### config.mk
export PLATFORM = sky130hd
export DESIGN_NAME = vc_buffer_n
export DESIGN_NICKNAME = d
export VERILOG_FILES = /design/src/rtl/vc_buffer_n.sv
export SDC_FILE = /design/constraint.sdc
export NUM_CORES = 1
export LEC_CHECK = 0
export ABC_CLOCK_PERIOD_IN_PS = 3400
export BUFFER_PORTS_ARGS = -buffer_cell sky130_fd_sc_hd__buf_2
export CORE_MARGIN = 2
export CORE_UTILIZATION = 61
export CTS_CLUSTER_SIZE = 8
export DETAILED_ROUTE_END_ITERATION = 10
export PLACE_DENSITY = 0.8
export SYNTH_ARGS = -nofsm -noshare
export SYNTH_HDL_FRONTEND = slang
export SYNTH_SLANG_ARGS = --single-unit
### constraint.sdc
create_clock -name clk -period 3.4 [get_ports clk]
set_clock_uncertainty 0.2 [all_clocks]
set_input_delay 0.51 -clock clk [delete_from_list [all_inputs] [get_ports clk]]
set_output_delay 0.51 -clock clk [all_outputs]
set_load 0.05 [all_outputs]
### src/rtl/vc_buffer_n.sv
// NVC circular FIFOs behind one steered write port and one arbitrated (strict or round-robin) read port.
// Read data is registered: a grant at edge N shows on data_out after N. Writes to a full channel are dropped and flagged.
module vc_buffer_n #(
  parameter int BW    = 6,
  parameter int NVC   = 2,
  parameter int DEPTH = 16,
  parameter int AW    = $clog2(DEPTH),
  parameter int CW    = AW + 1,
  parameter int SW    = (NVC > 1) ? $clog2(NVC) : 1
) (
  input  logic              clk,
  input  logic              reset,
  input  logic              valid_in,
  input  logic [SW-1:0]     vc_sel_in,
  input  logic [BW-1:0]     data_in,
  input  logic              rd_en,
  input  logic              arb_mode,
  input  logic              err_clr,
  input  logic [NVC*CW-1:0] umbral_bajo,
  input  logic [NVC*CW-1:0] umbral_alto,
  output logic [BW-1:0]     data_out,
  output logic              valid_out,
  output logic [SW-1:0]     vc_out,
  output logic [NVC-1:0]    fifo_full,
  output logic [NVC-1:0]    fifo_empty,
  output logic [NVC-1:0]    fifo_almost_full,
  output logic [NVC-1:0]    fifo_almost_empty,
  output logic [NVC*CW-1:0] fifo_count,
  output logic [NVC-1:0]    error_output
);

  logic [BW-1:0]  mem_q    [NVC][DEPTH];
  logic [AW-1:0]  wr_ptr_q [NVC];
  logic [AW-1:0]  wr_ptr_d [NVC];
  logic [AW-1:0]  rd_ptr_q [NVC];
  logic [AW-1:0]  rd_ptr_d [NVC];
  logic [CW-1:0]  cnt_q    [NVC];
  logic [CW-1:0]  cnt_d    [NVC];
  logic [NVC-1:0] err_q, err_d;
  logic [NVC-1:0] full, wr_acc, rd_gnt, err_set;
  logic [SW-1:0]  rr_q, rr_d;
  logic [SW-1:0]  gnt_idx, rr_idx;
  logic           gnt_vld, sel_ok;
  logic [BW-1:0]  dout_q, dout_d;
  logic [SW-1:0]  vc_q, vc_d;
  logic           vld_q, vld_d;

  // Flags are live against the threshold inputs; nothing here is latched.
  always_comb begin
    full              = '0;
    fifo_full         = '0;
    fifo_empty        = '0;
    fifo_almost_full  = '0;
    fifo_almost_empty = '0;
    fifo_count        = '0;
    for (int i = 0; i < NVC; i++) begin
      full[i]                = (cnt_q[i] == CW'(DEPTH));
      fifo_full[i]           = full[i];
      fifo_empty[i]          = (cnt_q[i] == '0);
      fifo_almost_full[i]    = (cnt_q[i] >= umbral_alto[i*CW +: CW]);
      fifo_almost_empty[i]   = (cnt_q[i] <= umbral_bajo[i*CW +: CW]);
      fifo_count[i*CW +: CW] = cnt_q[i];
    end
  end

  // Descending scan so the last hit (lowest index / smallest rr offset) wins.
  always_comb begin
    gnt_vld = 1'b0;
    gnt_idx = '0;
    rr_idx  = '0;
    if (rd_en) begin
      if (!arb_mode) begin
        for (int i = NVC - 1; i >= 0; i--) begin
          if (cnt_q[i] != '0) begin
            gnt_vld = 1'b1;
            gnt_idx = SW'(i);
          end
        end
      end else begin
        for (int k = NVC - 1; k >= 0; k--) begin
          rr_idx = SW'((int'(rr_q) + k) % NVC);
          if (cnt_q[rr_idx] != '0) begin
            gnt_vld = 1'b1;
            gnt_idx = rr_idx;
          end
        end
      end
    end
  end

  always_comb begin
    sel_ok  = (32'(vc_sel_in) < NVC);
    wr_acc  = '0;
    rd_gnt  = '0;
    err_set = '0;
    err_d   = '0;
    for (int i = 0; i < NVC; i++) begin
      wr_acc[i]   = valid_in && sel_ok && (vc_sel_in == SW'(i)) && !full[i];
      rd_gnt[i]   = gnt_vld && (gnt_idx == SW'(i));
      err_set[i]  = valid_in && ((sel_ok && (vc_sel_in == SW'(i)) && full[i]) ||
                                 (!sel_ok && (i == NVC - 1)));
      wr_ptr_d[i] = wr_acc[i] ? wr_ptr_q[i] + AW'(1) : wr_ptr_q[i];
      rd_ptr_d[i] = rd_gnt[i] ? rd_ptr_q[i] + AW'(1) : rd_ptr_q[i];
      case ({wr_acc[i], rd_gnt[i]})
        2'b10:   cnt_d[i] = cnt_q[i] + CW'(1);
        2'b01:   cnt_d[i] = cnt_q[i] - CW'(1);
        default: cnt_d[i] = cnt_q[i];
      endcase
      // A new error in the clear cycle must survive the clear.
      err_d[i] = err_set[i] | (err_q[i] & ~err_clr);
    end
    rr_d = rr_q;
    if (arb_mode && gnt_vld) rr_d = SW'((int'(gnt_idx) + 1) % NVC);
    vld_d  = gnt_vld;
    dout_d = dout_q;
    vc_d   = vc_q;
    if (gnt_vld) begin
      dout_d = mem_q[gnt_idx][rd_ptr_q[gnt_idx]];
      vc_d   = gnt_idx;
    end
  end

  always_ff @(posedge clk or posedge reset) begin
    if (reset) begin
      for (int i = 0; i < NVC; i++) begin
        wr_ptr_q[i] <= '0;
        rd_ptr_q[i] <= '0;
        cnt_q[i]    <= '0;
      end
      err_q  <= '0;
      rr_q   <= '0;
      dout_q <= '0;
      vc_q   <= '0;
      vld_q  <= 1'b0;
    end else begin
      wr_ptr_q <= wr_ptr_d;
      rd_ptr_q <= rd_ptr_d;
      cnt_q    <= cnt_d;
      err_q    <= err_d;
      rr_q     <= rr_d;
      dout_q   <= dout_d;
      vc_q     <= vc_d;
      vld_q    <= vld_d;
    end
  end

  // Storage is deliberately left out of reset.
  always_ff @(posedge clk) begin
    for (int i = 0; i < NVC; i++) begin
      if (wr_acc[i]) mem_q[i][wr_ptr_q[i]] <= data_in;
    end
  end

  assign data_out     = dout_q;
  assign valid_out    = vld_q;
  assign vc_out       = vc_q;
  assign error_output = err_q;

endmodule

* Word-level counts from Yosys, hierarchy flattened
Memory sizes are Yosys's and may differ from the RTL's.
Index checks and enable logic that the tools add are counted.
** Storage, ports and cells
- Bits in latches :: 0
- Output and inout bits :: 28
- RAM bits :: 192
- Logic and storage cells :: 113
- Register bits :: 37
- Bits of input ports :: 33
- Bits in read-only memories :: 0
- Memories kept :: 1
** Operators by class
- Add/sub/neg operators :: 10
- Equality and inequality tests :: 6
- Muxes and demuxes :: 36
- Shifts and indexed selects :: 0
- Reductions and logical operators :: 24
- Bitwise logic cells :: 13
- Div/mod/pow operators :: 0
- $mul :: 0
- $lt $le $gt $ge :: 12
** Memory list
- mem_q :: words 2, bits a word 96, read ports 1, clocked after Yosys merged registers in 0, write ports 1, RTL line 32 : logic [BW-1:0] mem_q [NVC][DEPTH];
** Operators with widths (number)
- 2-to-1 mux 96 bit :: 4
- OR reduction 96 bit :: 1
- demux 6 bit (select 4 bit) :: 2
- 2-to-1 mux 5 bit :: 6
- binary-select mux 6 bit (select 4 bit) :: 1
- 2-to-1 mux 6 bit :: 4
- case mux 5 bit (2 select lines) :: 2
- nonzero test 5 bit :: 4
- adder 4 x 1 -> 4 bit, second input constant :: 4
- greater-or-equal comparator 5 bit, second input constant :: 3
- inverter 4 -> 5 bit :: 3
- 2-to-1 mux 1 bit :: 14
- logical AND 1 bit :: 13
- 2-to-1 mux 4 bit :: 3
- adder 5 x 1 -> 5 bit, second input constant :: 2
- equality test 5 bit, second input constant :: 2
- greater-or-equal comparator 5 bit :: 2
- less-or-equal comparator 5 bit :: 2
- logical NOT 5 bit :: 2
- less-than comparator 5 x 1 -> 1 bit, second input constant :: 2
- subtractor 5 x 1 -> 5 bit, second input constant :: 2
- greater-or-equal comparator 2 bit, second input constant :: 3
- inverter 1 -> 2 bit :: 3
- equality test 2 x 1 -> 1 bit, second input constant :: 2
- 7 further kinds :: 15

* Depth between registers and ports, before layout
Gate-level depths: netlist of the first run.
- Depth in word-level cells :: 18
- Mapped depth :: 14
- Mapped depth without buffers :: 14

* Worst setup path after synthesis of the first run
OpenSTA, ideal clock, no wires.
- Path type :: reg-to-reg
- Start :: register cnt_q (netlist bit fifo_count[0])
- End :: register cnt_q (netlist bit fifo_count[4])
- Library setup time :: 0.125 ns
- Data required time :: 3.075 ns
- Buffers on the path :: 0
- Period minus slack after synthesis :: 3.858 ns
- Stages on the path, launching flop included :: 14
- Data arrival time :: 3.533 ns
- Setup slack :: -0.458 ns
- Cells stage by stage :: dfrtp_1 > or4_4 > nor2_1 > nor2_1 > inv_1 > ha_1 > inv_1 > fa_1 > inv_1 > a21o_1 > a21oi_1 > xnor2_1 > nor2_1 > xnor2_1
** On the way
- Elaborated cells on any way between the ends :: 30
- Those cells by class :: add/sub: 2; eq/ne: 3; mux: 17; bitwise: 1; reduce/logical: 7
** RTL lines
- start: declaration :: RTL line 37 : logic [CW-1:0] cnt_q [NVC];
- start signal: assignment :: RTL line 138 : cnt_q <= cnt_d;
- equality test 5 bit * :: RTL line 57 : full[i] = (cnt_q[i] == CW'(DEPTH));
- named net fifo_full[0] :: RTL line 24 : output logic [NVC-1:0] fifo_full,
- logical NOT 1 bit * :: RTL line 98 : wr_acc[i] = valid_in && sel_ok && (vc_sel_in == SW'(i)) && !full[i];
- logical AND 1 bit * :: RTL line 98
- equality test 2 x 1 -> 1 bit / equality test 2 bit (equally long branches) :: RTL line 104 : case ({wr_acc[i], rd_gnt[i]})
- case mux 5 bit (2 select lines) / nonzero test 2 bit (equally long branches)
The timed path passes the listed nets; every way through them passes the cells marked *. The select of a mux whose other input is x is not followed.
A chain may end at the register's enable or synchronous reset.

* Worst setup path after layout of the first run
- Start :: register cnt_q (netlist bit fifo_count[3])
- End :: register cnt_q (netlist bit fifo_count[4])
** On the way
- Cells in the longest elaborated chain, start to end :: 12
- Elaborated cells on any way between the ends :: 30
- Those cells by class :: add/sub: 2; eq/ne: 3; mux: 17; bitwise: 1; reduce/logical: 7
** RTL lines
- 2-to-1 mux 5 bit (not written as such) (3 in series) :: RTL line 82 : if (cnt_q[rr_idx] != '0) begin
- nonzero test 5 bit :: RTL line 82
- 2-to-1 mux 1 bit (2 in series) :: RTL line 82
- 2-to-1 mux 1 bit :: RTL line 72 : if (!arb_mode) begin
- 2-to-1 mux 1 bit :: RTL line 71 : if (rd_en) begin
- inverter 1 bit :: RTL line 99 : rd_gnt[i] = gnt_vld && (gnt_idx == SW'(i));
- logical AND 1 bit * :: RTL line 99
- named net rd_gnt[0] :: RTL line 40 : logic [NVC-1:0] full, wr_acc, rd_gnt, err_set;
- equality test 2 x 1 -> 1 bit / equality test 2 bit (equally long branches) :: RTL line 104
- case mux 5 bit (2 select lines) / nonzero test 2 bit (equally long branches)
Marks and branches as above.

==> qor.txt, run 1 <==
outcome: complete, no violations
HP Class: in -> reg
DR WL/cell: 21.9 µm
Root Driver: clkbuf_16
Cells after Synth: 638
MaxCap Viol Count: 0
CTS tree: done
cell area after synthesis: 10,100 µm²
DR WL met3: 1660 µm
Setup crit end kind: flip-flop
minimum period implied by the final worst setup slack: 3.14 ns
register-to-register setup slack: 0.26 ns
Slew HR: 0.326
Crit Path Max Fanout: 6
Pre-antenna DRT Iters: 5
die area: 17,600 µm²
met2 WL post-DR: 10,700 µm
Arrival @ worst endpoint: 3.31 ns
reg2reg start: fifo_count[3]
reg-to-reg endpoint: fifo_count[4]
first-pass GRT wire length: 32,900 µm
Worst Hold Launch: err_clr
Critical-path top delay cell: or4_4
largest net degree at the start of global routing: 38
Yosys reg bits: 229
Placeable Area: 16,000 µm²
clk buf depth: 3
fin nets: 796
Post-CTS Setup Inserts: 0
CP max stage delay: 0.57 ns
share of cells above drive strength 1: 0.238
Layout area overhead: 16.4%
Max IR drop VDD: 0.000475 V
Avg Inst Size Synth: 15.8 µm²
Horiz. Die Dim: 132 µm
Leak: 4.43 nW
post-DP HPWL: 13,300 µm
most frequent cells in the layout: 192 x edfxtp_1, 60 x buf_2, 38 x ha_1
DR top layer: met4
sequential element share of the synthesized area: 0.665
Routed Antenna Nets: 0
Placer Congestion: 0.872
I/O pin cnt: 61
Synthesized Nets: 711
Pwr per Cell Area: 882 nW/µm²
WL met1: 8150 µm
Initial Util: 0.629
worst slack at placement: 0.0617 ns
Remaining DRCs: 0
Vias/cell: 6.03
setup TNS: 0 ns
vias in the first global route: 6,063
critical path, cell by cell: or4_4 -> nand2b_1 -> o21ai_2 -> nor2_2 -> ha_1 -> inv_1 -> fa_1 -> inv_1 -> a21o_1 -> a21oi_1 -> xnor2_1 -> nor2_1 -> xnor2_1
Critical path destination: fifo_count[4]
final WL: 21,100 µm
antenna violations before repair: 1
via count: 5,820
fmax: 0.318 GHz
global route overflow: 0
RSZ-0062 raised after global routing: false
Ant. Diodes: 0
asr flop ratio synth: 0.162
Port Buf Inserts: 60
ratio of final minimum period to clock period: 0.925
Final Hold Violating Endpoints: 0
Final Setup Violations: 0
overall routing resource usage: 0.248
crit path kind: reg -> reg
die height: 132 µm
crit path from: fifo_count[3]
most common cell after layout, fill and taps aside: edfxtp_1
Slew @ Worst Pin: 1.01 ns
clk_lat worst skew: 0.49 ns
crit start category: flip-flop
clk sinks: 229
cell depth of the worst flop-to-flop path: 13
initial drt markers: 641
Post-synth EDFFs: 192
CTS Buf Count: 34
H-tree depth: 2
row count: 46
clk slew on worst S/H paths: 0.05 ns
Final WS setup: 0.255 ns
synth warn: 0
Req. time, crit path: 3.56 ns
Netlist cell types: 55
pins over their slew limit: 0
Top FF cell, synth: edfxtp_1
synth_stat cells, types with 2 or more instances:
cell,n,area [µm²]
a21o_1,6,45.0
o32ai_1,2,17.5
and3_1,3,18.8
o211ai_1,5,37.5
o2111ai_1,2,17.5
o21ai_1,2,10.0
nor4_1,2,12.5
a311oi_1,2,17.5
and2_1,16,100
nor2_1,28,105
a21oi_1,12,60.1
nand2b_1,15,93.8
nand3_1,5,25.0
or3_1,5,31.3
o21ai_0,15,75.1
dfrtp_1,37,926
buf_1,4,15.0
nor3_1,9,45.0
mux2i_1,28,280
clkbuf_1,14,52.6
nand2_1,37,139
xor2_1,8,70.1
o22ai_1,5,31.3
a31oi_1,2,12.5
inv_1,38,143
a221o_1,3,30.0
nor2b_1,6,37.5
nor3b_1,3,22.5
mux4_2,37,833
or4_1,2,15.0
ha_1,38,475
buf_2,7,35.0
xnor2_1,14,123
fa_1,2,40.0
nand4_1,2,12.5
edfxtp_1,192,5770
mux2_2,11,124
o311ai_1,2,17.5
state kept, by name, summed over array words and instances, names as in the netlist:
name and flops:
error_output 2, vc_out 1, valid_out 1, data_out 6, wr_ptr_q 8, rd_ptr_q 8
mem_q 192, fifo_count 10, rr_q 1
where the power goes:
| group | switching, mW | internal (mW) |
|---|---|---|
| registers | 0.594 | 3.39 |
| logic | 1.85 | 1.39 |
| clock network | 1.12 | 2.00 |
| total | 3.56 | 6.78 |
cells by family after synthesis:
family,after synthesis,share of synthesized area
AOI/OAI and AO/OA,67,0.0459
xor gates and xnor gates,22,0.0191
adders and majority gates,40,0.0512
buffers and inverters,66,0.0260
DFF,229,0.665
muxes,76,0.123
and+or+nand+nor,138,0.0705
final cells by class:
type / instances / area (µm²)
Sequential cell: 229 / 6700
Clock buffer: 61 / 1020
Clock inverter: 1 / 5.00
Multi-Input combinational cell: 343 / 3150
Inverter: 39 / 150
Tap cell: 216 / 270
Fill cell: 924 / 4280
Timing Repair Buffer: 76 / 423
routing by layer:
layer,global-route usage,up-vias
li1,-,2599
met3,0.0552,52
met4,0.0824,0
met5,0,-
met2,0.427,275
met1,0.314,2894
per-stage QoR:
step	power, mW	utilization	instance area, µm²	std cells	hold WS, ns
floorplan	6.28	-	10100	638	0.255
global placement	7.05	0.667	10700	902	0.289
detailed placement	7.19	0.667	10700	902	0.292
CTS	10.4	0.731	11700	965	0.0212
global route	10.8	0.732	11700	965	0.0216
finish	10.3	0.732	11700	965	0.0349
how the worst min path moves through the flow:
stage / to / slack (ns) / cells past startpoint
after floorplan: rd_ptr_q[3] / 0.25 / 1
after detailed placement: rd_ptr_q[3] / 0.29 / 1
final: error_output[0] / 0.03 / 2
after CTS: error_output[0] / 0.02 / 2
after global routing: error_output[0] / 0.02 / 2
after global placement: rd_ptr_q[3] / 0.29 / 1
worst max-delay path: cells and delay by family (launching register included):
kind,cells,cell delay (ns)
fa+ha+maj,2,0.48
flops,1,0.46
compound gates,3,0.48
xor+xnor,2,0.27
simple gates,4,0.95
buf+inv,2,0.19
timing repair:
item / in CTS / in global routing
hold buffers: 1 / 0
hold endpoints to repair: 37 / 0
setup endpoints to repair: 0 / 1
resized for setup: 0 / 4
(Power assumes the default switching activity.)
==> run 2, diff against run 1 <==
--- a/config.mk
+++ b/config.mk
@@ -7,11 +7,13 @@
 export LEC_CHECK = 0
 export ABC_CLOCK_PERIOD_IN_PS = 3400
 export BUFFER_PORTS_ARGS = -buffer_cell sky130_fd_sc_hd__buf_2
+export CELL_PAD_IN_SITES_DETAIL_PLACEMENT = 1
+export CELL_PAD_IN_SITES_GLOBAL_PLACEMENT = 1
 export CORE_MARGIN = 2
-export CORE_UTILIZATION = 61
+export CORE_UTILIZATION = 52
 export CTS_CLUSTER_SIZE = 8
 export DETAILED_ROUTE_END_ITERATION = 10
-export PLACE_DENSITY = 0.8
+export PLACE_DENSITY_LB_ADDON = 0.1
 export SYNTH_ARGS = -nofsm -noshare
 export SYNTH_HDL_FRONTEND = slang
 export SYNTH_SLANG_ARGS = --single-unit
==> run 2 against run 1 <==
  * Design area is 0.60% higher
  * Total power is 1.3% higher
  * Die area rose by 17%
  * Non-clock buffer count grew 3
  * First-iteration DRC count shrank 56%
  * Sequential share of layout area decreased by 0.34 points
  * Via count fell by 0.15%
  * Critical path depth did not move
  * Register-to-register slack improved by 0.04 ns
  * Clock-buffer cell count unchanged
  * Utilization down 11 points
  * Clock power grew 2%
  * Largest cell class unchanged
  * Highest routed layer unchanged
==> qor.txt, run 2 (synthesized netlist as in run 1, its figures left out) <==
clk buf depth: 3 (unchanged)
Layout area overhead: 17.0%
crit start category: flip-flop
Placeable Area: 18,800 µm² (+18%)
Worst Hold Launch: err_clr
area of the multi-input gates: 3150 µm² (-0.16%)
Crit Path Max Fanout: 5 (-1)
most common cell after layout, fill and taps aside: edfxtp_1
Root Driver: clkbuf_16
Final Setup Violations: 0 (unchanged)
post-DP HPWL: 15,700 µm (+17%)
clk slew on worst S/H paths: 0.05 ns (about the same)
Crit path max-delay family: simple AND/OR/NAND/NOR gates
CTS tree: done
fillers: 1,715 (+86%)
CTS Buf Count: 34 (unchanged)
first-pass GRT wire length: 36,500 µm (+11%)
share of cells above drive strength 1: 0.242 (+0.00437)
ratio of final minimum period to clock period: 0.912 (-0.0130)
Routed Antenna Nets: 0 (unchanged)
Placer Congestion: 0.773 (-11%)
GR Layer Usage met1: 0.311 (-0.00299)
FF/Latch Area: 6700 µm² (unchanged)
Req. time, crit path: 3.57 ns (about the same)
die area: 20,500 µm² (+17%)
Ant. Diodes: 0 (unchanged)
reg2reg start: fifo_count[0]
Hold Path Sink: error_output[1]
GRT busiest layer: met2
Largest register FFs: 192 (unchanged)
Leak: 4.44 nW (+0.23%)
crit path kind: reg -> reg
Max IR drop VDD: 0.000419 V (-12%)
RSZ-0062 raised after global routing: false
fmax: 0.322 GHz (+1.4%)
Horiz. Die Dim: 143 µm (+8.1%)
Remaining DRCs: 0 (unchanged)
outcome: complete, no violations
register-to-register setup slack: 0.30 ns (+0.04 ns)
Critical-path top delay cell: or4_4
setup TNS: 0 ns (unchanged)
Initial Util: 0.535 (-0.0946)
met3 usage: 0.0396 (-0.0156)
most frequent cells in the layout: 192 x edfxtp_1, 60 x buf_2, 38 x ha_1
via count: 5,811 (-0.15%)
CP max stage delay: 0.61 ns (+0.04 ns)
critical path, cell by cell: or4_4 -> nand2b_1 -> o21ai_2 -> nor2_2 -> ha_1 -> inv_1 -> fa_1 -> inv_1 -> a21o_1 -> a21oi_1 -> xnor2_1 -> nor2_1 -> xnor2_1
Slew HR: 0.261 (-0.0645)
DR WL/cell: 23.3 µm (+6.5%)
largest net degree at the start of global routing: 33 (-13%)
Layout Cells excl Fill: 1,012 (+4.9%)
pins over their slew limit: 0 (unchanged)
die height: 143 µm (+8.1%)
Port Buf Inserts: 60 (unchanged)
clk_lat worst skew: 0.49 ns (about the same)
initial drt markers: 281 (-56%)
clk sinks: 229 (unchanged)
Slew @ Worst Pin: 1.11 ns (+0.0955 ns)
H-tree depth: 2 (unchanged)
Setup crit end kind: flip-flop
Pre-antenna DRT Iters: 4 (-1)
Worst Hold Depth: 2 (unchanged)
Arrival @ worst endpoint: 3.27 ns (-0.04 ns)
CTS resizes: 0 (unchanged)
Pwr per Cell Area: 889 nW/µm² (+0.73%)
Final Hold Violating Endpoints: 0 (unchanged)
HP Class: in -> reg
Post-CTS Setup Inserts: 0 (unchanged)
fin nets: 799 (+0.38%)
vias in the first global route: 6,363 (+4.9%)
antenna violations before repair: 0 (-1)
CTS hold repair buffers: 0 (-1)
overall routing resource usage: 0.240 (-0.00788)
final WL: 23,600 µm (+12%)
M2 GR Usage: 0.414 (-0.0135)
Vias/cell: 5.74 (-4.8%)
MaxCap Viol Count: 0 (unchanged)
minimum period implied by the final worst setup slack: 3.10 ns (-0.0441 ns)
reg-to-reg endpoint: fifo_count[4]
Worst Path Buf+Inv: 2 (unchanged)
I/O pin cnt: 61 (unchanged)
global route overflow: 0 (unchanged)
row count: 50 (+8.7%)
DP Cell Count: 950 (+5.3%)
cell depth of the worst flop-to-flop path: 13 (unchanged)
## run 2: cell count changes in the layout (fill, tap and decap cells not counted)
| cell | previous run | this run |
|---|---|---|
| buf_4 | 15 | 19 |
| dlygate4sd3_1 | 1 | 0 |
| nand2b_2 | 0 | 1 |
| nand2b_4 | 1 | 0 |
## run 2: routing by layer
metal  up-vias  part of all wire
met3        45             0.045
li1       2600                 -
met1      2999              0.42
met4         0             0.024
met5         -                 0
met2       167              0.51
## run 2: cell type report
type / count / share of cell area
timing repair buffer: 79 / 0.0376
tap: 260 / 0.0276
inverter: 39 / 0.0127
clock buffer: 61 / 0.0862
multi-input combinational: 343 / 0.267
sequential: 229 / 0.568
clock inverter: 1 / 0.000425
## run 2: per-stage QoR
| step | utilization | worst slack (ns) | hold WS, ns | power (mW) | area (µm²) |
|---|---|---|---|---|---|
| after global routing | 0.626 | 0.0890 | 0.0375 | 11.0 | 11800 |
| after global placement | 0.571 | 0.222 | 0.282 | 7.17 | 10800 |
| after detailed placement | 0.571 | 0.107 | 0.291 | 7.35 | 10800 |
| final | 0.626 | 0.299 | 0.0404 | 10.5 | 11800 |
| after floorplan | - | 0.00416 | 0.255 | 6.28 | 10100 |
| after CTS | 0.625 | 0.0949 | 0.0184 | 10.6 | 11800 |
## run 2: how the worst max path moves through the flow
stage | from | to | slack (ns) | cells past startpoint
final | fifo_count[0] | fifo_count[4] | 0.30 | 13
after global routing | fifo_count[0] | fifo_count[4] | 0.09 | 13
after CTS | fifo_count[5] | fifo_count[4] | 0.09 | 14
after detailed placement | fifo_count[5] | fifo_count[4] | 0.11 | 14
after global placement | fifo_count[5] | fifo_count[4] | 0.22 | 14
after floorplan | fifo_count[8] | fifo_count[4] | 0.004 | 14
## run 2: report_power, final
part,internal [mW],switching [mW]
sequential,3.39,0.561
combinational,1.41,1.95
clock,2.00,1.16
total,6.80,3.67
==> run 3, diff against run 2 <==
--- a/config.mk
+++ b/config.mk
@@ -14,6 +14,7 @@
 export CTS_CLUSTER_SIZE = 8
 export DETAILED_ROUTE_END_ITERATION = 10
 export PLACE_DENSITY_LB_ADDON = 0.1
+export REMOVE_ABC_BUFFERS = 1
 export SYNTH_ARGS = -nofsm -noshare
 export SYNTH_HDL_FRONTEND = slang
 export SYNTH_SLANG_ARGS = --single-unit
==> run 3 against run 2 <==
  * Total power is 0.31% higher
  * Critical path depth stayed put
  * First-iteration DRC count is 23% higher
  * Utilization hardly changed
  * Sequential cell count stayed put
  * Global-route usage is 1.5 points higher
  * Sequential power is 2% lower
  * Via count is 2.3% higher
  * Non-clock buffer count is 10 higher
  * Critical endpoint unchanged
==> qor.txt, run 3 (synthesized netlist as in run 1, its figures left out) <==
die area: 20,500 µm² (unchanged)
Final Setup Violations: 0 (unchanged)
clk slew on worst S/H paths: 0.05 ns (about the same)
via count: 5,945 (+2.3%)
clk buf depth: 3 (unchanged)
H-tree depth: 2 (unchanged)
Largest register FFs: 192 (unchanged)
WP depth: 13 (unchanged)
MaxCap Viol Count: 0 (unchanged)
share of cells above drive strength 1: 0.239 (-0.00286)
crit start category: flip-flop
DR WL/cell: 24.3 µm (+4.5%)
Port Buf Inserts: 60 (unchanged)
Layout area overhead: 17.1% (about the same)
Slew @ Worst Pin: 1.01 ns (-0.0921 ns)
Routed Antenna Nets: 0 (unchanged)
clk_lat worst skew: 0.50 ns (about the same)
Req. time, crit path: 3.58 ns (about the same)
I/O pin cnt: 61 (unchanged)
Hold Slack: 0.0181 ns (-0.0223 ns)
outcome: complete, no violations
Pwr per Cell Area: 891 nW/µm² (+0.26%)
Max IR drop VDD: 0.000549 V (+31%)
reg2reg start: fifo_count[0]
Remaining DRCs: 0 (unchanged)
fmax: 0.312 GHz (-3.3%)
ratio of final minimum period to clock period: 0.943 (+0.0313)
Root Driver: clkbuf_16
Pre-antenna DRT Iters: 5 (+1)
initial drt markers: 345 (+23%)
Vias/cell: 5.82 (+1.4%)
Setup crit end kind: flip-flop
Horiz. Die Dim: 143 µm (unchanged)
Crit Path Max Fanout: 6 (+1)
Leak: 4.47 nW (+0.87%)
reg-to-reg endpoint: fifo_count[4]
final WL: 24,900 µm (+5.4%)
overall routing resource usage: 0.255 (+0.0148)
most frequent cells in the layout: 192 x edfxtp_1, 60 x buf_2, 38 x inv_1, 38 x ha_1
HP Class: in -> reg
antenna violations before repair: 0 (unchanged)
CP max stage delay: 0.61 ns (about the same)
minimum period implied by the final worst setup slack: 3.21 ns (+0.106 ns)
Final Hold Violating Endpoints: 0 (unchanged)
largest net degree at the start of global routing: 33 (unchanged)
die height: 143 µm (unchanged)
Critical-path top delay cell: or4_4
DP Cell Count: 957 (+0.74%)
Crit path max-delay family: simple AND/OR/NAND/NOR gates
CTS Buf Count: 34 (unchanged)
Worst Path Buf+Inv: 2 (unchanged)
post-DP HPWL: 16,200 µm (+3.7%)
clk sinks: 229 (unchanged)
placed cell areas: 10,800 µm² (+0.26%)
Critical path destination: fifo_count[4]
global route overflow: 0 (unchanged)
Placer Congestion: 0.874 (+13%)
Ant. Diodes: 0 (unchanged)
crit path from: fifo_count[0]
pins over their slew limit: 0 (unchanged)
row count: 50 (unchanged)
CTS tree: done
critical path, cell by cell: or4_4 -> nand2b_1 -> o21ai_0 -> nor2_2 -> ha_1 -> inv_1 -> fa_1 -> inv_1 -> a21o_1 -> a21oi_1 -> xnor2_1 -> nor2_1 -> xnor2_1
Slew HR: 0.324 (+0.0622)
Layout Cells excl Fill: 1,021 (+0.89%)
register-to-register setup slack: 0.19 ns (-0.11 ns)
Initial Util: 0.535 (unchanged)
first-pass GRT wire length: 38,300 µm (+4.9%)
Final Util: 0.626 (about the same)
cell area after layout: 11,800 µm² (about the same)
vias in the first global route: 6,452 (+1.4%)
Placeable Area: 18,800 µm² (unchanged)
Arrival @ worst endpoint: 3.39 ns (+0.12 ns)
crit path kind: reg -> reg
cell depth of the worst flop-to-flop path: 13 (unchanged)
fin nets: 809 (+1.3%)
most common cell after layout, fill and taps aside: edfxtp_1
[run 3: worst min path at each step]
stage / from / depth (start not counted) / slack, ns / end
2_1_floorplan: rd_ptr_q[3] / 1 / 0.25 / rd_ptr_q[3]
3_3_place_gp: data_out[4] / 2 / 0.29 / data_out[4]
3_5_place_dp: data_out[4] / 2 / 0.31 / data_out[4]
4_1_cts: err_clr / 2 / 0.006 / error_output[1]
5_1_grt: err_clr / 2 / 0.02 / error_output[1]
6_report: err_clr / 2 / 0.02 / error_output[1]
[run 3: stage by stage]
stage	setup TNS [ns]	total power, mW	setup slack (ns)
6_report	0	10.5	0.193
4_1_cts	0	10.5	0.129
3_3_place_gp	0	7.19	0.294
5_1_grt	-0.0352	11.0	-0.0352
3_5_place_dp	0	7.41	0.185
2_1_floorplan	-0.994	6.18	-0.453
[run 3: worst reg2reg max path: stages, from the launching register on]
cell      delay, ns
dfrtp_1        0.43
or4_4          0.61
nand2b_1       0.22
o21ai_0        0.15
nor2_2         0.13
ha_1           0.26
inv_1          0.13
fa_1           0.23
inv_1          0.05
a21o_1         0.17
a21oi_1        0.17
xnor2_1        0.14
nor2_1         0.07
xnor2_1        0.13
[run 3: area by class of cell]
type / count / area [µm²]
well taps: 260 / 325
fillers: 1738 / 7040
clock inverters: 2 / 13.8
flip-flops and latches: 229 / 6690
clock buffers: 59 / 966
repair buffers: 89 / 520
inverters: 39 / 146
multi-input cells: 343 / 3130
[run 3: where the power goes]
| group | total, mW | switching [mW] | leakage, nW | internal [mW] |
|---|---|---|---|---|
| registers | 3.89 | 0.513 | 2.18 | 3.38 |
| logic | 3.53 | 2.07 | 1.83 | 1.46 |
| clock network | 3.09 | 1.17 | 0.468 | 1.91 |
[run 3: what timing repair did]
item,in CTS,in global routing
hold buffers,1,0
resized for setup,0,2
hold endpoints to repair,18,0
setup endpoints to repair,0,1
buffers inserted,0,2
[run 3: layer usage]
metal,GRT usage,vias to the layer above,wire length (µm),share of wire
met5,0,-,0,0
met1,0.342,3114,10500,0.42
met2,0.431,161,12700,0.51
li1,-,2623,-,-
met3,0.0416,47,1130,0.045
met4,0.0756,0,569,0.023
